===== src/rtl/pwm_capture_pkg.sv =====
// Shared definitions for the PWM capture block: channel state encoding and
// the prescaler default that the PWM generator also uses.
package pwm_capture_pkg;

    typedef enum logic [1:0] {
        ST_IDLE = 2'd0,
        ST_HIGH = 2'd1,
        ST_LOW  = 2'd2
    } ch_state_e;

    localparam int unsigned PRESC_W          = 14;
    localparam int unsigned DEFAULT_PRESCALE = 3750;

endpackage


===== src/rtl/pwm_capture_ch.sv =====
// Single capture channel: input synchronizer, edge detect, measurement FSM,
// tick counters and registered result fields.
module pwm_capture_ch
    import pwm_capture_pkg::*;
#(
    parameter int unsigned CNT_W = 9
) (
    input  logic             clk,
    input  logic             rst_n,
    input  logic             tick,
    input  logic             pwm,
    input  logic             clear,
    output logic [CNT_W-1:0] duty,
    output logic [CNT_W-1:0] period,
    output logic             valid,
    output logic             upd
);

    localparam logic [CNT_W-1:0] CNT_MAX = '1;

    logic             sync1_r, sync2_r, sync3_r;
    logic             rise_s, fall_s, timeout_s;
    ch_state_e        state_r, state_nxt_s;
    logic [CNT_W-1:0] hcnt_r, hcnt_nxt_s;
    logic [CNT_W-1:0] pcnt_r, pcnt_nxt_s;
    logic [CNT_W-1:0] duty_r, duty_nxt_s;
    logic [CNT_W-1:0] period_r, period_nxt_s;
    logic             valid_r, valid_nxt_s;
    logic             upd_r, upd_nxt_s;

    // Two-flop synchronizer plus a history flop for edge detection.
    always_ff @(posedge clk or negedge rst_n) begin
        if (!rst_n) begin
            sync1_r <= 1'b0;
            sync2_r <= 1'b0;
            sync3_r <= 1'b0;
        end else begin
            sync1_r <= pwm;
            sync2_r <= sync1_r;
            sync3_r <= sync2_r;
        end
    end

    assign rise_s    = sync2_r & ~sync3_r;
    assign fall_s    = ~sync2_r & sync3_r;
    // Period counter saturated and another tick arrives: the line is dead.
    assign timeout_s = tick && (pcnt_r == CNT_MAX);

    // Next-state, counter and result logic; clear beats any same-cycle publish.
    always_comb begin
        state_nxt_s  = state_r;
        hcnt_nxt_s   = hcnt_r;
        pcnt_nxt_s   = pcnt_r;
        duty_nxt_s   = duty_r;
        period_nxt_s = period_r;
        valid_nxt_s  = valid_r;
        upd_nxt_s    = 1'b0;

        if (clear || (timeout_s && (state_r != ST_IDLE) && !(state_r == ST_LOW && rise_s))) begin
            state_nxt_s  = ST_IDLE;
            hcnt_nxt_s   = '0;
            pcnt_nxt_s   = '0;
            duty_nxt_s   = '0;
            period_nxt_s = '0;
            valid_nxt_s  = 1'b0;
        end else begin
            case (state_r)
                ST_IDLE: begin
                    hcnt_nxt_s = '0;
                    pcnt_nxt_s = '0;
                    if (rise_s) begin
                        state_nxt_s = ST_HIGH;
                    end else begin
                        state_nxt_s = ST_IDLE;
                    end
                end
                ST_HIGH: begin
                    if (tick) begin
                        hcnt_nxt_s = hcnt_r + CNT_W'(1);
                        pcnt_nxt_s = pcnt_r + CNT_W'(1);
                    end else begin
                        hcnt_nxt_s = hcnt_r;
                        pcnt_nxt_s = pcnt_r;
                    end
                    if (fall_s) begin
                        state_nxt_s = ST_LOW;
                    end else begin
                        state_nxt_s = ST_HIGH;
                    end
                end
                ST_LOW: begin
                    if (rise_s) begin
                        duty_nxt_s   = hcnt_r;
                        period_nxt_s = pcnt_r;
                        valid_nxt_s  = 1'b1;
                        upd_nxt_s    = 1'b1;
                        hcnt_nxt_s   = '0;
                        pcnt_nxt_s   = '0;
                        state_nxt_s  = ST_HIGH;
                    end else if (tick) begin
                        pcnt_nxt_s = pcnt_r + CNT_W'(1);
                    end else begin
                        pcnt_nxt_s = pcnt_r;
                    end
                end
                default: begin
                    state_nxt_s = ST_IDLE;
                    hcnt_nxt_s  = '0;
                    pcnt_nxt_s  = '0;
                end
            endcase
        end
    end

    // Channel state, counters and result registers.
    always_ff @(posedge clk or negedge rst_n) begin
        if (!rst_n) begin
            state_r  <= ST_IDLE;
            hcnt_r   <= '0;
            pcnt_r   <= '0;
            duty_r   <= '0;
            period_r <= '0;
            valid_r  <= 1'b0;
            upd_r    <= 1'b0;
        end else begin
            state_r  <= state_nxt_s;
            hcnt_r   <= hcnt_nxt_s;
            pcnt_r   <= pcnt_nxt_s;
            duty_r   <= duty_nxt_s;
            period_r <= period_nxt_s;
            valid_r  <= valid_nxt_s;
            upd_r    <= upd_nxt_s;
        end
    end

    assign duty   = duty_r;
    assign period = period_r;
    assign valid  = valid_r;
    assign upd    = upd_r;

endmodule


===== src/rtl/pwm_capture.sv =====
// Multi-channel PWM input decoder: shared tick prescaler feeding N_CH
// independent high-time / period capture channels.
module pwm_capture
    import pwm_capture_pkg::*;
#(
    parameter int unsigned N_CH     = 8,
    parameter int unsigned CNT_W    = 9,
    parameter int unsigned PRESCALE = DEFAULT_PRESCALE
) (
    input  logic                  clk_i,
    input  logic                  rst_ni,
    input  logic [N_CH-1:0]       pwm_i,
    input  logic [N_CH-1:0]       clear_i,
    output logic [N_CH*CNT_W-1:0] duty_o,
    output logic [N_CH*CNT_W-1:0] period_o,
    output logic [N_CH-1:0]       valid_o,
    output logic [N_CH-1:0]       upd_o
);

    logic [PRESC_W-1:0] presc_r;
    logic               tick_s;

    assign tick_s = (presc_r == PRESC_W'(PRESCALE));

    // Prescaler: one tick every PRESCALE+1 clocks, same phase rule as the generator.
    always_ff @(posedge clk_i or negedge rst_ni) begin
        if (!rst_ni) begin
            presc_r <= '0;
        end else if (tick_s) begin
            presc_r <= '0;
        end else begin
            presc_r <= presc_r + PRESC_W'(1);
        end
    end

    for (genvar k = 0; k < int'(N_CH); k++) begin : g_ch
        pwm_capture_ch #(
            .CNT_W (CNT_W)
        ) u_ch (
            .clk    (clk_i),
            .rst_n  (rst_ni),
            .tick   (tick_s),
            .pwm    (pwm_i[k]),
            .clear  (clear_i[k]),
            .duty   (duty_o[k*CNT_W +: CNT_W]),
            .period (period_o[k*CNT_W +: CNT_W]),
            .valid  (valid_o[k]),
            .upd    (upd_o[k])
        );
    end

endmodule


===== config.mk =====
export PLATFORM = sky130hd
export DESIGN_NAME = pwm_capture
export DESIGN_NICKNAME = d
export VERILOG_FILES = /design/src/rtl/pwm_capture_pkg.sv /design/src/rtl/pwm_capture_ch.sv /design/src/rtl/pwm_capture.sv
export SDC_FILE = /design/constraint.sdc
export NUM_CORES = 1
export LEC_CHECK = 0
export ABC_CLOCK_PERIOD_IN_PS = 5120
export BUFFER_PORTS_ARGS = -buffer_cell sky130_fd_sc_hd__buf_2
export CAP_MARGIN = 40
export CORE_MARGIN = 2
export CORE_UTILIZATION = 50
export CTS_BUF_LIST = sky130_fd_sc_hd__clkbuf_8
export DETAILED_ROUTE_END_ITERATION = 6
export PLACE_DENSITY = 0.75
export SLEW_MARGIN = 20
export SYNTH_ARGS = -nofsm -noshare
export SYNTH_HDL_FRONTEND = slang
export SYNTH_SLANG_ARGS = --single-unit

===== constraint.sdc =====
create_clock -name clk_i -period 5.12 [get_ports clk_i]
set_input_delay 0.768 -clock clk_i [delete_from_list [all_inputs] [get_ports clk_i]]
set_output_delay 0.768 -clock clk_i [all_outputs]
set_load 0.05 [all_outputs]

==> flow_summary.json <==
{
  "cts_resized": 0,
  "cts_num_sinks": 358,
  "port_buffers": 177,
  "start_util": 0.503,
  "crit_chain": "inv_1, ha_1, and3b_1, nor3b_1, a21o_1, o22ai_1, a221o_1",
  "max_freq_ghz": 0.297,
  "yosys.area_share.adder": 0.0434,
  "vias": 13200,
  "drv_slew": 0,
  "final_cell_mix": "404 x nand2_1, 358 x dfrtp_1, 189 x nor2_1",
  "cts_buffers": 60,
  "overflow": 0,
  "p_leak_nw": 8.94,
  "muxShareOfSynthArea": 0.00710,
  "synth_seq_cells": 358,
  "hp-class": "in -> async",
  "post_cts_buffers": 0,
  "cts_tree": "yes",
  "fin_crit_sh": 0.657,
  "wl_um": 36700,
  "cp-end-kind": "register",
  "grt_pass1_vias": 12900,
  "avgSynthCellArea_um2": 9.43,
  "wl_per_cell_um": 15.1,
  "rsz0062_at_grt": "no",
  "grt_pass1_wl_um": 62900,
  "crit_slowest_cell": "nor3b_1",
  "ios": 178,
  "finClkSkew_ps": 36.0,
  "ant_nets": 0,
  "hold_viol": 0,
  "cts_buffer_depth": 3,
  "yosysWarnings": 0,
  "crit_buf_inv": 1,
  "cp_top_family": "compound AO/OA/AOI/OAI gates",
  "worst-setup-path-type": "reg -> reg",
  "row_count": 67,
  "ys_seq_area_frac": 0.535,
  "synth.distinct_cells": 60,
  "die_h_um": 187,
  "async_flop_share": 1.00,
  "cts.clk_slew.worst_paths_ps": 60,
  "synthToLayoutAreaGrowth_pct": 13.7,
  "core_um2": 33300,
  "netlist_area_um2": 16700,
  "maxCapViolations": 0,
  "startpoint_type": "register",
  "maxSlewHeadroom": 0.446,
  "synth_top_family_by_area": "simple AND/OR/NAND/NOR gates",
  "first_pass_iters": 5,
  "vdd_ir_drop_max_uv": 183,
  "fin_total_pwr_mw": 5.38,
  "powerDensity_nw_per_um2": 283,
  "grt_use_total": 0.213,
  "synth_xor_xnor_area_share": 0.0361,
  "synthFlopType": "dfrtp_1",
  "synth-edff-count": 0,
  "grt_antenna_before_repair": 0,
  "cp.required_ps": 5610,
  "ctsRootBufferMaster": "clkbuf_8",
  "viasPerCell": 5.42,
  "synth-simple-area-share": 0.227,
  "gp_congestion": 0.835,
  "worstMarginPinSlew_ps": 824,
  "fill_cells": 2920,
  "crit_arrival_ps": 3860,
  "die_w_um": 187,
  "setup_viol": 0,
  "clk_latency_ps": 620,
  "grt_start_max_net_pins": 134,
  "design.die.area_um2": 35000,
  "status": "finished, final reports clean",
  "final_common_cell": "nand2_1",
  "critPathMaxStageDelay_ps": 680,
  "dpl.hpwl_um": 24700,
  "layout.nets": 2021,
  "postSynthCellCount": 1774,
  "synth_compound_area_frac": 0.118,
  "route.detailed.drc": 0,
  "period_needed_ps": 3370,
  "dr.first_iter.drc_count": 892,
  "cts_max_level": 2,
  "antennaDiodeCount": 0,
  "cts_hold_buf": 0,
  "drive_above_1_share": 0.156,
  "crit_fanout": 24,
  "setup_tns_ps": 0,
  "synth_nets": 1850
}
-- stage by stage --
| stage | util | hold WS, ps | std cells | cell area [um2] | setup slack (ps) |
|---|---|---|---|---|---|
| finish | 0.572 | 119 | 2430 | 19000 | 1750 |
| CTS | 0.571 | 116 | 2426 | 19000 | 1710 |
| detailed placement | 0.539 | 335 | 2327 | 17900 | 1730 |
| global placement | 0.537 | 333 | 2320 | 17900 | 1770 |
| floorplan | - | 331 | 1774 | 16700 | 2620 |
| global route | 0.572 | 144 | 2430 | 19000 | 1500 |
-- layer usage --
layer  GRT usage  wire length, um  vias to the layer above  part of all wire
met5           0                0                        -                 0
li1            -                -                     6376                 -
met2       0.351            17600                      303              0.48
met1       0.286            16500                     6410              0.45
met3      0.0345             1640                       74             0.045
met4      0.0763              915                        0             0.025
-- sequential cells by signal, indices dropped and copies added (netlist names) --
| signal | cells |
|---|---|
| g_ch.u_ch.duty | 72 |
| g_ch.u_ch.hcnt_r | 72 |
| g_ch.u_ch.pcnt_r | 72 |
| g_ch.u_ch.period | 72 |
| g_ch.u_ch.state_r | 16 |
| presc_r | 14 |
| g_ch.u_ch.sync1_r | 8 |
| g_ch.u_ch.sync2_r | 8 |
| g_ch.u_ch.sync3_r | 8 |
| g_ch.u_ch.upd | 8 |
| g_ch.u_ch.valid | 8 |
-- final timing paths --
check | from | endpoint | slack, ps | cells after the start
setup / recovery | g_ch[6].u_ch.state_r[0]$_DFFE_PN0P_ | g_ch[6].u_ch.hcnt_r[5]$_DFFE_PN0P_ | 1750 | 7
hold / removal | rst_ni | g_ch[6].u_ch.duty[3]$_DFFE_PN0P_ | 120 | 1
setup reg to reg | g_ch[6].u_ch.state_r[0]$_DFFE_PN0P_ | g_ch[6].u_ch.hcnt_r[5]$_DFFE_PN0P_ | 1750 | 7
hold reg to reg | g_ch[3].u_ch.sync1_r$_DFF_PN0_ | g_ch[3].u_ch.sync2_r$_DFF_PN0_ | 350 | 0
max in group asynchronous | rst_ni | g_ch[3].u_ch.hcnt_r[2]$_DFFE_PN0P_ | 3860 | 2
min in group clk_i | pwm_i[4] | g_ch[4].u_ch.sync1_r$_DFF_PN0_ | 260 | 1
-- cell families (layout without fill, tap and decap cells) --
group | after synthesis | in the layout
buffers and inverters | 125 | 333
AO/OA/AOI/OAI | 312 | 312
flip-flops | 358 | 358
multiplexers | 11 | 11
adder cells (fa/ha/maj) | 58 | 58
XOR/XNOR | 69 | 69
AND/OR/NAND/NOR | 841 | 841
-- report_power, final --
group	total, mW	internal (mW)	switching, mW
Sequential	2.86	2.85	0.0135
Clock	2.33	1.23	1.11
Combinational	0.185	0.0505	0.135
-- cells in the mapped netlist (all sizes together), types with 8 or more instances --
cell type	number	share of area
clkbuf	58	0.013
nor2b	12	0.0045
nand2b	18	0.0067
nand2	404	0.091
xor2	33	0.017
and3	43	0.016
buf	27	0.011
nor2	190	0.043
inv	40	0.0090
nor3	21	0.0063
or2	15	0.0056
xnor2	36	0.019
nand3b	15	0.0067
nand4	16	0.0060
dfrtp	358	0.54
ha	58	0.043
nor4	8	0.0048
a31oi	8	0.0030
and3b	8	0.0042
o21ai	33	0.011
a221o	41	0.025
a21oi	184	0.055
nand3	63	0.019
-- cell type report --
type,count,area (um2),share of cell area
Timing Repair Buffer,194,1060,0.0555
Sequential cell,358,8960,0.471
Multi-Input combinational cell,1291,7230,0.380
Tap cell,448,561,0.0294
Clock buffer,67,922,0.0484
Clock inverter,32,160,0.00841
Inverter,40,150,0.00789
Power figures use the tool's default switching activity.
